==> config.mk <==
export PLATFORM = sky130hd
export DESIGN_NAME = dmem_arbiter
export DESIGN_NICKNAME = d
export VERILOG_FILES = /design/src/rtl/dmem_arbiter.sv
export SDC_FILE = /design/constraint.sdc
export NUM_CORES = 1
export LEC_CHECK = 0
export ABC_AREA = 0
export BUFFER_PORTS_ARGS = -buffer_cell sky130_fd_sc_hd__buf_4
export CORE_UTILIZATION = 40
export CTS_BUF_LIST = sky130_fd_sc_hd__clkbuf_4
export DETAILED_ROUTE_END_ITERATION = 10
export GPL_TIMING_DRIVEN = 0
export HOLD_SLACK_MARGIN = 0.12
export PLACE_DENSITY_LB_ADDON = 0.2
export SETUP_SLACK_MARGIN = 0.5
export SYNTH_ARGS = -nofsm -noshare
export SYNTH_HDL_FRONTEND = slang
export SYNTH_SLANG_ARGS = --single-unit
==> constraint.sdc <==
create_clock -name clk -period 5.5 [get_ports clk]
set_input_delay 0.825 -clock clk [delete_from_list [all_inputs] [get_ports clk]]
set_output_delay 0.825 -clock clk [all_outputs]
set_load 0.02 [all_outputs]
==> src/rtl/dmem_arbiter.sv <==
// Data-RAM arbiter: CPU MEM stage has priority over the debug/loader burst port,
// with a starvation counter that forces a debug win after STARVE_MAX denied cycles.
module dmem_arbiter #(
    parameter int AW         = 10,
    parameter int DW         = 10,
    parameter int LW         = 4,
    parameter int STARVE_MAX = 4
) (
    input  logic          clk,
    input  logic          rst,
    input  logic          cpu_req,
    input  logic          cpu_we,
    input  logic [AW-1:0] cpu_addr,
    input  logic [DW-1:0] cpu_wdata,
    output logic          cpu_gnt,
    output logic          cpu_stall,
    output logic [DW-1:0] cpu_rdata,
    input  logic          dbg_req,
    input  logic          dbg_we,
    input  logic [AW-1:0] dbg_addr,
    input  logic [LW-1:0] dbg_len,
    input  logic [DW-1:0] dbg_wdata,
    output logic          dbg_gnt,
    output logic [DW-1:0] dbg_rdata,
    output logic          dbg_done,
    output logic [AW-1:0] ram_addr,
    output logic          ram_we,
    output logic [DW-1:0] ram_wdata,
    input  logic [DW-1:0] ram_rdata
);

    localparam int SW = $clog2(STARVE_MAX + 1);

    typedef enum logic {
        IDLE,
        DBG_BURST
    } state_t;

    state_t        state_q, state_d;
    logic [AW-1:0] base_addr_q, base_addr_d;
    logic [LW-1:0] beat_cnt_q, beat_cnt_d;
    logic [LW-1:0] last_beat_q, last_beat_d;
    logic          burst_we_q, burst_we_d;
    logic [SW-1:0] starve_cnt_q, starve_cnt_d;
    logic          dbg_win;

    always_ff @(posedge clk or negedge rst) begin
        if (!rst) begin
            state_q      <= IDLE;
            base_addr_q  <= '0;
            beat_cnt_q   <= '0;
            last_beat_q  <= '0;
            burst_we_q   <= 1'b0;
            starve_cnt_q <= '0;
        end else begin
            state_q      <= state_d;
            base_addr_q  <= base_addr_d;
            beat_cnt_q   <= beat_cnt_d;
            last_beat_q  <= last_beat_d;
            burst_we_q   <= burst_we_d;
            starve_cnt_q <= starve_cnt_d;
        end
    end

    // Outputs are gated by reset so an asynchronous reset idles the RAM port at once.
    always_comb begin
        state_d      = state_q;
        base_addr_d  = base_addr_q;
        beat_cnt_d   = beat_cnt_q;
        last_beat_d  = last_beat_q;
        burst_we_d   = burst_we_q;
        starve_cnt_d = starve_cnt_q;
        dbg_win      = 1'b0;
        cpu_gnt      = 1'b0;
        dbg_gnt      = 1'b0;
        dbg_done     = 1'b0;
        ram_addr     = '0;
        ram_we       = 1'b0;
        ram_wdata    = '0;

        if (rst) begin
            unique case (state_q)
                IDLE: begin
                    dbg_win = dbg_req & (~cpu_req | (starve_cnt_q == SW'(STARVE_MAX)));
                    if (dbg_win) begin
                        dbg_gnt      = 1'b1;
                        ram_addr     = dbg_addr;
                        ram_we       = dbg_we;
                        ram_wdata    = dbg_wdata;
                        base_addr_d  = dbg_addr;
                        burst_we_d   = dbg_we;
                        last_beat_d  = dbg_len;
                        starve_cnt_d = '0;
                        if (dbg_len == '0) begin
                            dbg_done = 1'b1;
                        end else begin
                            beat_cnt_d = LW'(1);
                            state_d    = DBG_BURST;
                        end
                    end else begin
                        if (cpu_req) begin
                            cpu_gnt   = 1'b1;
                            ram_addr  = cpu_addr;
                            ram_we    = cpu_we;
                            ram_wdata = cpu_wdata;
                        end
                        if (dbg_req && (starve_cnt_q != SW'(STARVE_MAX))) begin
                            starve_cnt_d = starve_cnt_q + 1'b1;
                        end
                    end
                end
                DBG_BURST: begin
                    if (dbg_req) begin
                        dbg_gnt   = 1'b1;
                        ram_addr  = base_addr_q + AW'(beat_cnt_q);
                        ram_we    = burst_we_q;
                        ram_wdata = dbg_wdata;
                        if (beat_cnt_q == last_beat_q) begin
                            dbg_done   = 1'b1;
                            beat_cnt_d = '0;
                            state_d    = IDLE;
                        end else begin
                            beat_cnt_d = beat_cnt_q + 1'b1;
                        end
                    end else begin
                        beat_cnt_d = '0;
                        state_d    = IDLE;
                    end
                end
                default: state_d = IDLE;
            endcase
        end
    end

    assign cpu_stall = cpu_req & ~cpu_gnt;
    assign cpu_rdata = ram_rdata;
    assign dbg_rdata = ram_rdata;

endmodule

==> results.py <==
metrics = {
    "outcome": {
        "outcome": "finished, final reports clean",
    },
    "timing": {
        "timing.fmax_ghz": 0.3012,
        "slew_headroom": 0.6654,
        "worstMarginPinSlew_ns": 0.5019,
        "fin_skew_ns": 0.0006291,
        "fin_tns_setup_ns": 0,
        "rsz0062_at_grt": "false",
        "slew_viol_final": 0,
        "period_needed_ns": 3.320,
        "period_share": 0.6036,
        "setup_viol": 0,
        "hold_viol": 0,
    },
    "synthesis": {
        "synth.avg_cell_area_um2": 8.086,
        "synth.distinct_cells": 34,
        "ys_ff_latch": 23,
        "syn_area_um2": 1747,
        "yosys.area.top_type": "dfrtp_1",
        "yosysSeqAreaShare": 0.3295,
        "yosys_most_used_dff": "dfrtp_1",
        "synth_area_leaders": "dfrtp_1 (33%), nand2_1 (14%), buf_4 (8.6%), a22o_1 (6.0%), ha_1 (5.0%)",
        "synth_edf_count": 0,
        "synth_nets": 284,
        "yosysTopAreaCellShare": 0.3295,
        "synthArstFlopShare": 1.000,
        "yosysWarnings": 0,
        "syn_inst": 216,
    },
    "clocking": {
        "clock_latency_ns": 0.32,
        "clock-sinks": 23,
        "cts.reportedPaths.clkPinSlew_ns": 0.13,
        "clk_path_buf_depth": 2,
        "root_buffer": "clkbuf_4",
        "htree_levels": 1,
        "cts-hold-fix-buffers": 0,
        "cts_made_buffers": 3,
        "cts_setup_buffers": 0,
        "cts_tree": "yes",
        "cts_resized": 0,
    },
    "layout": {
        "drive_above_1_share": 0.4121,
        "area_delta_synth_final_pct": 45.13,
        "insertedDiodeCount": 0,
        "fin_nets": 382,
        "final_util": 0.6203,
    },
    "route": {
        "vias_per_cell": 4.950,
        "post-route-drc-count": 0,
        "postRouteWirelength_um": 4503,
        "first_pass_iters": 4,
        "vias": 1797,
        "wl_per_cell_um": 12.40,
        "ant_nets": 0,
        "drt_iter0_markers": 73,
    },
    "floorplanning": {
        "start_util": 0.4274,
        "die-width_um": 68.08,
        "pin_count": 105,
        "rows": 23,
        "die_h_um": 68.08,
        "dieArea_um2": 4635,
        "core_um2": 4086,
    },
    "setup_path": {
        "end_kind": "primary output",
        "worstPathRequired_ns": 4.68,
        "cpPeakStageDelay_ns": 0.38,
        "crit_fanout": 31,
        "r2r_end": "base_addr_q[9]$_DFFE_PN0P_",
        "cp_common_cell": "buf_4",
        "reg2reg_slack_ns": 3.65,
        "cp_num_buf_inv": 3,
        "crit_arrival_ns": 2.49,
        "cp_top_family": "buffers and inverters",
        "start_kind": "input port",
        "crit_chain": "buf_4 -> nand3_1 -> nor2_2 -> buf_2 -> nand2_1 -> o211ai_1 -> buf_4",
        "reg2reg_from": "state_q$_DFFE_PN0P_",
        "path_class": "input port to primary output",
        "rr_worst_depth": 7,
        "cp_slowest_cell": "nor2_2",
    },
    "placed_design": {
        "port_buffers": 93,
        "dp_hpwl_um": 3656,
        "place.gp.congestion": 0.7939,
    },
    "power": {
        "p_per_area_nw_per_um2": 302.1,
        "leakage_nw": 1.310,
        "ir_drop_v": 0.0001639,
    },
    "global_route": {
        "track_usage": 0.1936,
        "gr-total-overflow": 0,
        "antenna_found_initial": 0,
        "grt_max_degree": 32,
        "grt_pass1_vias": 1537,
        "grt_pass1_wl_um": 6762,
    },
    "min_path": {
        "hp-class": "input port to asynchronous set/reset pin",
    },
    "job": {
        "cap_violations": 0,
    },
}
-- layer usage --
layer	GRT usage	vias to the layer above	wire, um
li1	-	914	-
met1	0.2547	820	1911
met2	0.3260	56	2243
met3	0.01500	7	275
met4	0.07813	0	72
met5	0	-	0
-- cell usage after synthesis (3+ instances only) --
library cell	n
nand2_1	64
inv_1	8
buf_4	20
nand4_1	3
a22o_1	12
nand3_1	4
ha_1	7
xor2_1	4
xnor2_1	7
o211ai_1	10
a21oi_1	5
dfrtp_1	23
nor2_1	9
nor2b_1	3
buf_2	4
o21ai_0	11
-- kinds of logic after synthesis --
logic type / synth area share
AO/OA/AOI/OAI: 0.2120
flip-flops: 0.3295
AND/OR/NAND/NOR: 0.2135
multiplexers: 0.006447
adder cells (fa/ha/maj): 0.06160
buffers and inverters: 0.1218
XOR/XNOR: 0.05516
-- worst register-to-register path: cells and delay by family (launching register included) --
family                 cells  cell delay [ns]
AND/OR/NAND/NOR            4             0.74
flip-flops                 1             0.38
buffers and inverters      3             0.67
-- area by class of cell --
class,instances,area [um2]
timing repair buffer,93,698.2
clock buffer,3,22.52
fill,380,1551
sequential,23,575.6
tap,50,62.56
buffer,27,182.7
multi-input combinational,158,958.4
inverter,8,30.03
clock inverter,1,5.005
-- through the flow --
stage          total power [mW]  std cells  hold slack, ns  area (um2)  setup slack, ns
2_1_floorplan            0.5546        216          0.4467        1747            2.694
3_3_place_gp             0.6787        359          0.4636        2507            2.184
3_5_place_dp             0.6915        359          0.4720        2507            2.171
4_1_cts                  0.7723        363          0.4126        2535            2.157
5_1_grt                  0.8332        363          0.4147        2535            1.979
6_report                 0.7658        363          0.4070        2535            2.180
-- report_power, final --
part | leakage, nW | switching (mW) | internal [mW]
logic | 1.00 | 0.208 | 0.189
registers | 0.292 | 0.0570 | 0.232
clock network | 0.0177 | 0.0530 | 0.0273
total | 1.31 | 0.318 | 0.448
-- registers in the layout, indices dropped and copies added, names as in the netlist --
signal and flops:
base_addr_q 10, beat_cnt_q 4, burst_we_q 1, last_beat_q 4, starve_cnt_q 3, state_q 1
-- placed cells by master, fill, tap and decap left out, drive strengths merged --
cell type,synthesis,final
nand2,64,64
or4,2,2
mux2,1,1
clkbuf,3,6
clkinv,0,1
a21bo,1,1
nand3,4,4
nor2b,3,3
buf,24,117
a22oi,2,2
xnor2,7,7
ha,7,7
a21boi,1,1
o22a,1,1
a21oi,5,5
nor2,10,10
dfrtp,23,23
a21o,2,2
nand4,3,3
inv,8,8
and3,1,1
a311oi,1,1
o21ai,12,12
fa,1,1
o211ai,10,10
a211oi,2,2
a22o,12,12
nor3,1,1
o21a,1,1
xor2,4,4
-- worst max path at each step --
stage	startpoint	to	slack (ns)	depth (start not counted)
2_1_floorplan	dbg_req	ram_wdata[0]	2.69	5
5_1_grt	beat_cnt_q[0]$_DFFE_PN0P_	ram_addr[6]	1.98	9
3_3_place_gp	rst	ram_addr[9]	2.18	7
6_report	rst	ram_addr[9]	2.18	7
3_5_place_dp	rst	ram_addr[9]	2.17	7
4_1_cts	rst	ram_addr[9]	2.16	7
Power figures use the tool's default switching activity.
